--- src/rtl/mips_ctrl_pkg.sv ---
// mips_ctrl_pkg: shared encodings for the multi-cycle MIPS controller and ALU.
package mips_ctrl_pkg;
    typedef enum logic [2:0] {
        NOTHING = 3'd0,
        ADD     = 3'd1,
        SUB     = 3'd2,
        AND     = 3'd3,
        OR      = 3'd4,
        SLT     = 3'd5
    } alu_op_t;

    typedef enum logic [3:0] {
        IDLE, FETCH, DECODE, EXEC_R, WB_R, EXEC_I, WB_I,
        MEM_ADDR, MEM_RD, WB_MEM, MEM_WR, BRANCH, JUMP
    } state_t;

    localparam logic [5:0] OP_RTYPE = 6'b000000;
    localparam logic [5:0] OP_LW    = 6'b100011;
    localparam logic [5:0] OP_SW    = 6'b101011;
    localparam logic [5:0] OP_BEQ   = 6'b000100;
    localparam logic [5:0] OP_J     = 6'b000010;
    localparam logic [5:0] OP_ADDI  = 6'b001000;
    localparam logic [5:0] OP_SLTI  = 6'b001010;

    localparam logic [5:0] FN_ADD = 6'b100000;
    localparam logic [5:0] FN_SUB = 6'b100010;
    localparam logic [5:0] FN_AND = 6'b100100;
    localparam logic [5:0] FN_OR  = 6'b100101;
    localparam logic [5:0] FN_SLT = 6'b101010;

    localparam logic [1:0] SRCB_B      = 2'b00;
    localparam logic [1:0] SRCB_4      = 2'b01;
    localparam logic [1:0] SRCB_IMM    = 2'b10;
    localparam logic [1:0] SRCB_IMM_SH = 2'b11;

    localparam logic [1:0] PCSRC_ALU    = 2'b00;
    localparam logic [1:0] PCSRC_ALUOUT = 2'b01;
    localparam logic [1:0] PCSRC_JUMP   = 2'b10;
endpackage

--- src/rtl/mips_alu_decoder.sv ---
// mips_alu_decoder: maps opcode/funct to the ALU operation and flags unsupported encodings.
module mips_alu_decoder
    import mips_ctrl_pkg::*;
(
    input  logic [5:0] opcode,
    input  logic [5:0] funct,
    output logic [2:0] alu_op,
    output logic       valid
);
    always_comb begin
        alu_op = NOTHING;
        valid  = 1'b1;
        case (opcode)
            OP_RTYPE: begin
                case (funct)
                    FN_ADD:  alu_op = ADD;
                    FN_SUB:  alu_op = SUB;
                    FN_AND:  alu_op = AND;
                    FN_OR:   alu_op = OR;
                    FN_SLT:  alu_op = SLT;
                    default: valid  = 1'b0;
                endcase
            end
            OP_LW, OP_SW, OP_ADDI: alu_op = ADD;
            OP_SLTI:               alu_op = SLT;
            OP_BEQ:                alu_op = SUB;
            OP_J:                  alu_op = NOTHING;
            default:               valid  = 1'b0;
        endcase
    end
endmodule

--- src/rtl/mips_multicycle_controller.sv ---
// mips_multicycle_controller: main FSM of the multi-cycle MIPS datapath with memory-wait watchdog.
// Define MC_CTRL_PERF_EN to add the retired_cnt/cycle_cnt performance counters.
module mips_multicycle_controller
    import mips_ctrl_pkg::*;
#(
    parameter int MEM_WAIT_MAX = 15
) (
    input  logic       clk,
    input  logic       rst_n,
    input  logic [5:0] opcode,
    input  logic [5:0] funct,
    input  logic       zero,
    input  logic       mem_ready,
    output logic       pc_en,
    output logic       iord,
    output logic       mem_read,
    output logic       mem_write,
    output logic       ir_write,
    output logic       mem_to_reg,
    output logic       reg_dst,
    output logic       reg_write,
    output logic       alu_src_a,
    output logic [1:0] alu_src_b,
    output logic [1:0] pc_src,
    output logic [2:0] alu_operation,
    output logic       illegal_op,
    output logic       mem_timeout
`ifdef MC_CTRL_PERF_EN
    ,
    output logic [31:0] retired_cnt,
    output logic [31:0] cycle_cnt
`endif
);
    localparam logic [3:0] WAIT_LAST = 4'(MEM_WAIT_MAX - 1);

    state_t     r_state, w_next;
    logic [3:0] r_wait;
    logic [2:0] w_alu_op;
    logic       w_valid, w_stall, w_expire;

    mips_alu_decoder u_dec (
        .opcode(opcode),
        .funct (funct),
        .alu_op(w_alu_op),
        .valid (w_valid)
    );

    assign w_stall  = (r_state == FETCH || r_state == MEM_RD || r_state == MEM_WR) && !mem_ready;
    assign w_expire = (MEM_WAIT_MAX != 0) && w_stall && (r_wait == WAIT_LAST);

    always_ff @(posedge clk or negedge rst_n) begin
        if (!rst_n) begin
            r_state     <= IDLE;
            r_wait      <= '0;
            mem_timeout <= 1'b0;
        end else begin
            r_state     <= w_next;
            r_wait      <= (w_stall && !w_expire) ? r_wait + 4'd1 : 4'd0;
            mem_timeout <= mem_timeout | w_expire;
        end
    end

    always_comb begin
        w_next        = r_state;
        pc_en         = 1'b0;
        iord          = 1'b0;
        mem_read      = 1'b0;
        mem_write     = 1'b0;
        ir_write      = 1'b0;
        mem_to_reg    = 1'b0;
        reg_dst       = 1'b0;
        reg_write     = 1'b0;
        alu_src_a     = 1'b0;
        alu_src_b     = SRCB_B;
        pc_src        = PCSRC_ALU;
        alu_operation = NOTHING;
        illegal_op    = 1'b0;
        case (r_state)
            IDLE: w_next = FETCH;
            FETCH: begin
                mem_read      = 1'b1;
                alu_src_b     = SRCB_4;
                alu_operation = ADD;
                ir_write      = mem_ready;
                pc_en         = mem_ready;
                w_next        = mem_ready ? DECODE : FETCH;
            end
            DECODE: begin
                alu_src_b     = SRCB_IMM_SH;
                alu_operation = ADD;
                illegal_op    = !w_valid;
                w_next        = !w_valid                           ? FETCH :
                                (opcode == OP_RTYPE)               ? EXEC_R :
                                (opcode == OP_LW || opcode == OP_SW) ? MEM_ADDR :
                                (opcode == OP_BEQ)                 ? BRANCH :
                                (opcode == OP_J)                   ? JUMP : EXEC_I;
            end
            EXEC_R: begin
                alu_src_a     = 1'b1;
                alu_operation = w_alu_op;
                w_next        = WB_R;
            end
            WB_R: begin
                reg_write = 1'b1;
                reg_dst   = 1'b1;
                w_next    = FETCH;
            end
            EXEC_I: begin
                alu_src_a     = 1'b1;
                alu_src_b     = SRCB_IMM;
                alu_operation = w_alu_op;
                w_next        = WB_I;
            end
            WB_I: begin
                reg_write = 1'b1;
                w_next    = FETCH;
            end
            MEM_ADDR: begin
                alu_src_a     = 1'b1;
                alu_src_b     = SRCB_IMM;
                alu_operation = ADD;
                w_next        = (opcode == OP_SW) ? MEM_WR : MEM_RD;
            end
            MEM_RD: begin
                mem_read = 1'b1;
                iord     = 1'b1;
                w_next   = mem_ready ? WB_MEM : MEM_RD;
            end
            WB_MEM: begin
                reg_write  = 1'b1;
                mem_to_reg = 1'b1;
                w_next     = FETCH;
            end
            MEM_WR: begin
                mem_write = 1'b1;
                iord      = 1'b1;
                w_next    = mem_ready ? FETCH : MEM_WR;
            end
            BRANCH: begin
                alu_src_a     = 1'b1;
                alu_operation = SUB;
                pc_src        = PCSRC_ALUOUT;
                pc_en         = zero;
                w_next        = FETCH;
            end
            JUMP: begin
                pc_src = PCSRC_JUMP;
                pc_en  = 1'b1;
                w_next = FETCH;
            end
            default: w_next = IDLE;
        endcase
        // An expired wait abandons the access and restarts with a fresh fetch.
        if (w_expire) w_next = FETCH;
    end

`ifdef MC_CTRL_PERF_EN
    logic w_retire;
    assign w_retire = (r_state == WB_R) || (r_state == WB_I) || (r_state == WB_MEM) ||
                      (r_state == BRANCH) || (r_state == JUMP) || (r_state == MEM_WR && mem_ready);

    always_ff @(posedge clk or negedge rst_n) begin
        if (!rst_n) begin
            retired_cnt <= '0;
            cycle_cnt   <= '0;
        end else begin
            retired_cnt <= retired_cnt + 32'(w_retire);
            cycle_cnt   <= cycle_cnt + 32'(r_state != IDLE);
        end
    end
`endif
endmodule

--- config.mk ---
export PLATFORM = sky130hd
export DESIGN_NAME = mips_multicycle_controller
export DESIGN_NICKNAME = d
export VERILOG_FILES = /design/src/rtl/mips_ctrl_pkg.sv /design/src/rtl/mips_alu_decoder.sv /design/src/rtl/mips_multicycle_controller.sv
export SDC_FILE = /design/constraint.sdc
export NUM_CORES = 1
export LEC_CHECK = 0
export ABC_AREA = 1
export CAP_MARGIN = 20
export CORE_ASPECT_RATIO = 1.25
export CORE_UTILIZATION = 41
export DETAILED_ROUTE_END_ITERATION = 10
export PLACE_DENSITY = 0.75
export RECOVER_POWER = 25
export SETUP_SLACK_MARGIN = 0.3
export SLEW_MARGIN = 20
export SYNTH_ARGS = -nofsm -noshare
export SYNTH_HDL_FRONTEND = slang
export SYNTH_SLANG_ARGS = --single-unit
--- constraint.sdc ---
create_clock -name clk -period 1.75 [get_ports clk]
set_input_delay 0.35 -clock clk [delete_from_list [all_inputs] [get_ports clk]]
set_output_delay 0.35 -clock clk [all_outputs]
set_load 0.05 [all_outputs]
==> flow_summary.json, run 1 <==
{
  "status": "stopped before the end",
  "root_buffer": "clkbuf_4",
  "lastStage": "global routing",
  "start_util_pct": 44.5,
  "postCtsHoldBufs": 0,
  "top_level_ports": 34,
  "stop_error": "[ERROR GRT-0232] Routing congestion too high. Check the congestion heatmap in the GUI.",
  "dp_hpwl_mm": 2.12,
  "syn_avg_cell_area_um2": 6.18,
  "placed_area_mm2": 0.00154,
  "yosysUniqueCellTypes": 24,
  "grt.total_usage_pct": 72.4,
  "grt_max_degree": 10,
  "yosys.area.top_type": "dfrtp_1",
  "die_height_um": 54.4,
  "endpoint_type": "primary output",
  "htree_levels": 1,
  "crit_endpoint": "alu_src_a",
  "portBuffers": 33,
  "routabilityCongestion": 0.914,
  "synthTopCellsByArea": "dfrtp_1 25%, nand3_1 12%, nand2_1 11%",
  "cts_max_path_buffers": 2,
  "numCtsBuffers": 3,
  "netlist_instances": 146,
  "synth_warnings": 0,
  "ys_seq_area_share_pct": 25.0,
  "numClockSinks": 9,
  "ys_ff_latch": 9,
  "synth_top_area_share_pct": 25.0,
  "dieWidth_um": 44.0,
  "rows": 18,
  "synth_area_um2": 902,
  "synth_nets": 164,
  "overflow": 66
}
-- cells by family after synthesis --
kind of cell | after synthesis | share of synthesized area, %
adders and majority gates | 2 | 2.77
buffers and inverters | 28 | 12.5
DFF | 9 | 25.0
xor gates and xnor gates | 2 | 1.94
and+or+nand+nor | 95 | 51.7
AOI/OAI and AO/OA | 10 | 6.10
-- synth_stat cells, drive strengths merged --
master	n
o21ai	4
a21oi	5
nand4	4
buf	1
nand3	22
xnor2	1
nand2	32
dfrtp	9
nor2	32
xor2	1
nand3b	1
o22ai	1
ha	2
or2	1
inv	27
nor3	3
-- per-layer routing --
metal	GRT overflow	track usage, %
met1	0	64.2
met2	38	103
met3	0	38.9
met4	28	95.5
met5	0	2.50
-- metrics by stage --
step	util (%)	worst slack [ps]	setup TNS, ps	instances	hold WS, ps
3_3_place_gp	75.9	-298	-1100	206	449
4_1_cts	90.8	-26.9	-77.0	229	380
2_1_floorplan	-	35.1	0	146	54.4
3_5_place_dp	75.9	-317	-1380	206	452
-- what timing repair did --
action | 4_1_cts
pin swaps | 23
buffers inserted | 19
cloned | 0
resized for setup | 64
setup endpoints to repair | 19
==> run 2, diff against run 1 <==
CORE_AREA = 2 2 63 65   (was default)
CORE_ASPECT_RATIO = default   (was 1.25)
CORE_UTILIZATION = default   (was 41)
DIE_AREA = 0 0 65 67   (was default)
PLACE_DENSITY = default   (was 0.75)
PLACE_DENSITY_LB_ADDON = 0.15   (was default)
SETUP_SLACK_MARGIN = default   (was 0.3)
==> flow_summary.json, run 2 <==
{
  "drt-vias-per-instance": 4.52,
  "routed_wl_mm": 3.14,
  "routabilityCongestion": 0.797,
  "grt_max_degree": 10,
  "syn_to_final_growth_pct": 120,
  "layout_common_cells": "35 x buf_4, 18 x nand2_1, 17 x buf_12",
  "worstHoldStart": "mem_timeout",
  "p_sw_uw": 1260,
  "cts_max_path_buffers": 2,
  "hold_viol_final": 0,
  "die-area_mm2": 0.00436,
  "grt_pass1_vias": 1178,
  "irDropWorstVdd_mv": 0.448,
  "synthTopCellsByCount": "27 x nand2_1, 24 x nor2_1, 21 x nand3_1",
  "power_switching_share_pct": 49.5,
  "cts_tree": "yes",
  "numClockSinks": 9,
  "rows": 22,
  "cp.required_ps": 1400,
  "hold_ws_ps": 459,
  "diodes": 0,
  "syn_avg_cell_area_um2": 6.18,
  "timing.rr.start": "r_state[0]",
  "worstHoldEndpoint": "mem_timeout",
  "ant_nets": 0,
  "crit_chain": "buf_6 -> inv_4 -> nand2_4 -> nor2_4 -> inv_4 -> nor2_4 -> buf_12",
  "drc": 0,
  "critPathArrivalTime_ps": 1430,
  "min_path_type": "flip-flop to flip-flop",
  "synth_nets": 164,
  "critPathSlowestCell": "dfrtp_2",
  "synthTopCellsByArea": "dfrtp_1 25%, nand3_1 12%, nand2_1 11%",
  "min_period_over_period_pct": 102,
  "mostFrequentLayoutCell": "buf_4",
  "worst_slack_ps": -34.8,
  "power_density_mw_per_mm2": 1280,
  "ff2ff_path_depth": 9,
  "clk_pin_slew_worst_paths_ps": 40,
  "ys_seq_area_share_pct": 25.0,
  "drv_slew": 0,
  "drive_above_1_share_pct": 65.0,
  "top_regs": "r_state (4), r_wait (4), mem_timeout (1)",
  "grt_util_met1_pct": 16.4,
  "internal_power_uw": 1290,
  "synth_top_area_share_pct": 25.0,
  "power_uw": 2540,
  "p_seq_share_pct": 13.2,
  "dieWidth_um": 65,
  "root_buffer": "clkbuf_8",
  "final_nets": 236,
  "yosys.area.top_type": "dfrtp_1",
  "top_level_ports": 34,
  "wire_per_inst_um": 11.8,
  "synth_warnings": 0,
  "dp_hpwl_mm": 2.23,
  "core_area_mm2": 0.00361,
  "numCtsBuffers": 3,
  "whs_path_depth": 1,
  "synth_edf_count": 0,
  "first_pass_iters": 4,
  "leakage_uw": 0.000972,
  "finClkSkew_ps": 2.61,
  "htree_levels": 1,
  "grt_first_pass_wirelength_mm": 4.96,
  "r2r_setup_slack_ps": 240,
  "netlist_instances": 146,
  "top_usage_layer": "met2",
  "cp-end-kind": "primary output",
  "cp_num_buf_inv": 4,
  "finalSetupViolations": 5,
  "ys_async_sr_fraction_pct": 100,
  "cpPeakStageDelay_ps": 440,
  "dr_total_vias": 1198,
  "grt_util_met2_pct": 28.4,
  "crit_fanout": 4,
  "status": "complete, but fails checks",
  "worstSetupPathType": "flip-flop to primary output",
  "start_util_pct": 25.0,
  "rsz0062_at_grt": "yes",
  "cp_top_family": "flip-flops",
  "antenna_found_initial": 0,
  "pwr-share-comb_pct": 77.9,
  "clock.fmax_ghz": 0.560,
  "cp-start-kind": "flip-flop",
  "clk_latency_ps": 230,
  "portBuffers": 33,
  "tightest_slew_ps": 390,
  "grt_use_met3_pct": 3.21,
  "synth_area_um2": 902,
  "rr_endpoint": "r_state[1]",
  "maxSlewHeadroom_pct": 73.9,
  "synthFlopType": "dfrtp_1",
  "layout_min_cycle_time_ps": 1780,
  "yosysUniqueCellTypes": 24,
  "drtIter0Drc": 34,
  "power.share.clock_pct": 9.0,
  "overflow": 0,
  "ys_ff_latch": 9,
  "violations": "setup timing",
  "die_height_um": 67,
  "yosysMostFrequentCell": "nand2_1",
  "maxCapViolCount": 0,
  "grt.total_usage_pct": 14.6
}
-- run 2: kinds of logic after synthesis --
logic type      Yosys count  share of synthesized area, %
simple gates             95                          51.7
compound gates           10                          6.10
xor+xnor                  2                          1.94
fa+ha+maj                 2                          2.77
flops                     9                          25.0
buf+inv                  28                          12.5
-- run 2: layer usage --
metal  up-vias  part of all wire [%]
met3         4                   4.7
met5         -                     0
met1       548                    41
li1        609                     -
met4         0                  0.77
met2        37                    54
-- run 2: repair_timing --
action                     4_1_cts  5_1_grt
hold buffers                     0        0
pin swaps                       22       24
setup endpoints to repair       10       13
resized for setup               57       50
buffers inserted                17        6
-- run 2: area by class of cell --
class,count,area [um2]
clock buffers,4,45.0
fillers,339,1620
inverters,27,109
multi-input cells,109,822
flip-flops and latches,9,230
well taps,48,60.1
repair buffers,68,717
-- run 2: metrics by stage --
step	util (%)	setup WS (ps)	cell area (um2)	instances	setup TNS (ps)
after floorplan	-	17.2	922	146	0
after global placement	43.2	-317	1560	238	-1160
after detailed placement	43.2	-339	1560	238	-1340
after CTS	51.5	-36.1	1860	259	-70.0
after global routing	55.0	-88.9	1980	265	-527
final	55.0	-34.8	1980	265	-108
-- run 2: how the worst max path moves through the flow --
stage,from,endpoint,slack (ps),cells after the start
4_1_cts,r_state[2],alu_operation[2],-40,7
3_5_place_dp,funct[1],alu_operation[0],-340,10
3_3_place_gp,opcode[0],illegal_op,-320,8
6_report,r_state[0],illegal_op,-30,7
5_1_grt,r_state[0],illegal_op,-90,7
2_1_floorplan,r_state[2],pc_en,20,5
-- run 2: power by group through the flow --
stage	combinational [uW]	sequential (uW)	clock, uW
2_1_floorplan	907	298	0
4_1_cts	1760	312	238
6_report	1980	335	228
5_1_grt	2080	344	251
3_5_place_dp	1640	313	0
3_3_place_gp	1620	311	0
(Power assumes the default switching activity.)
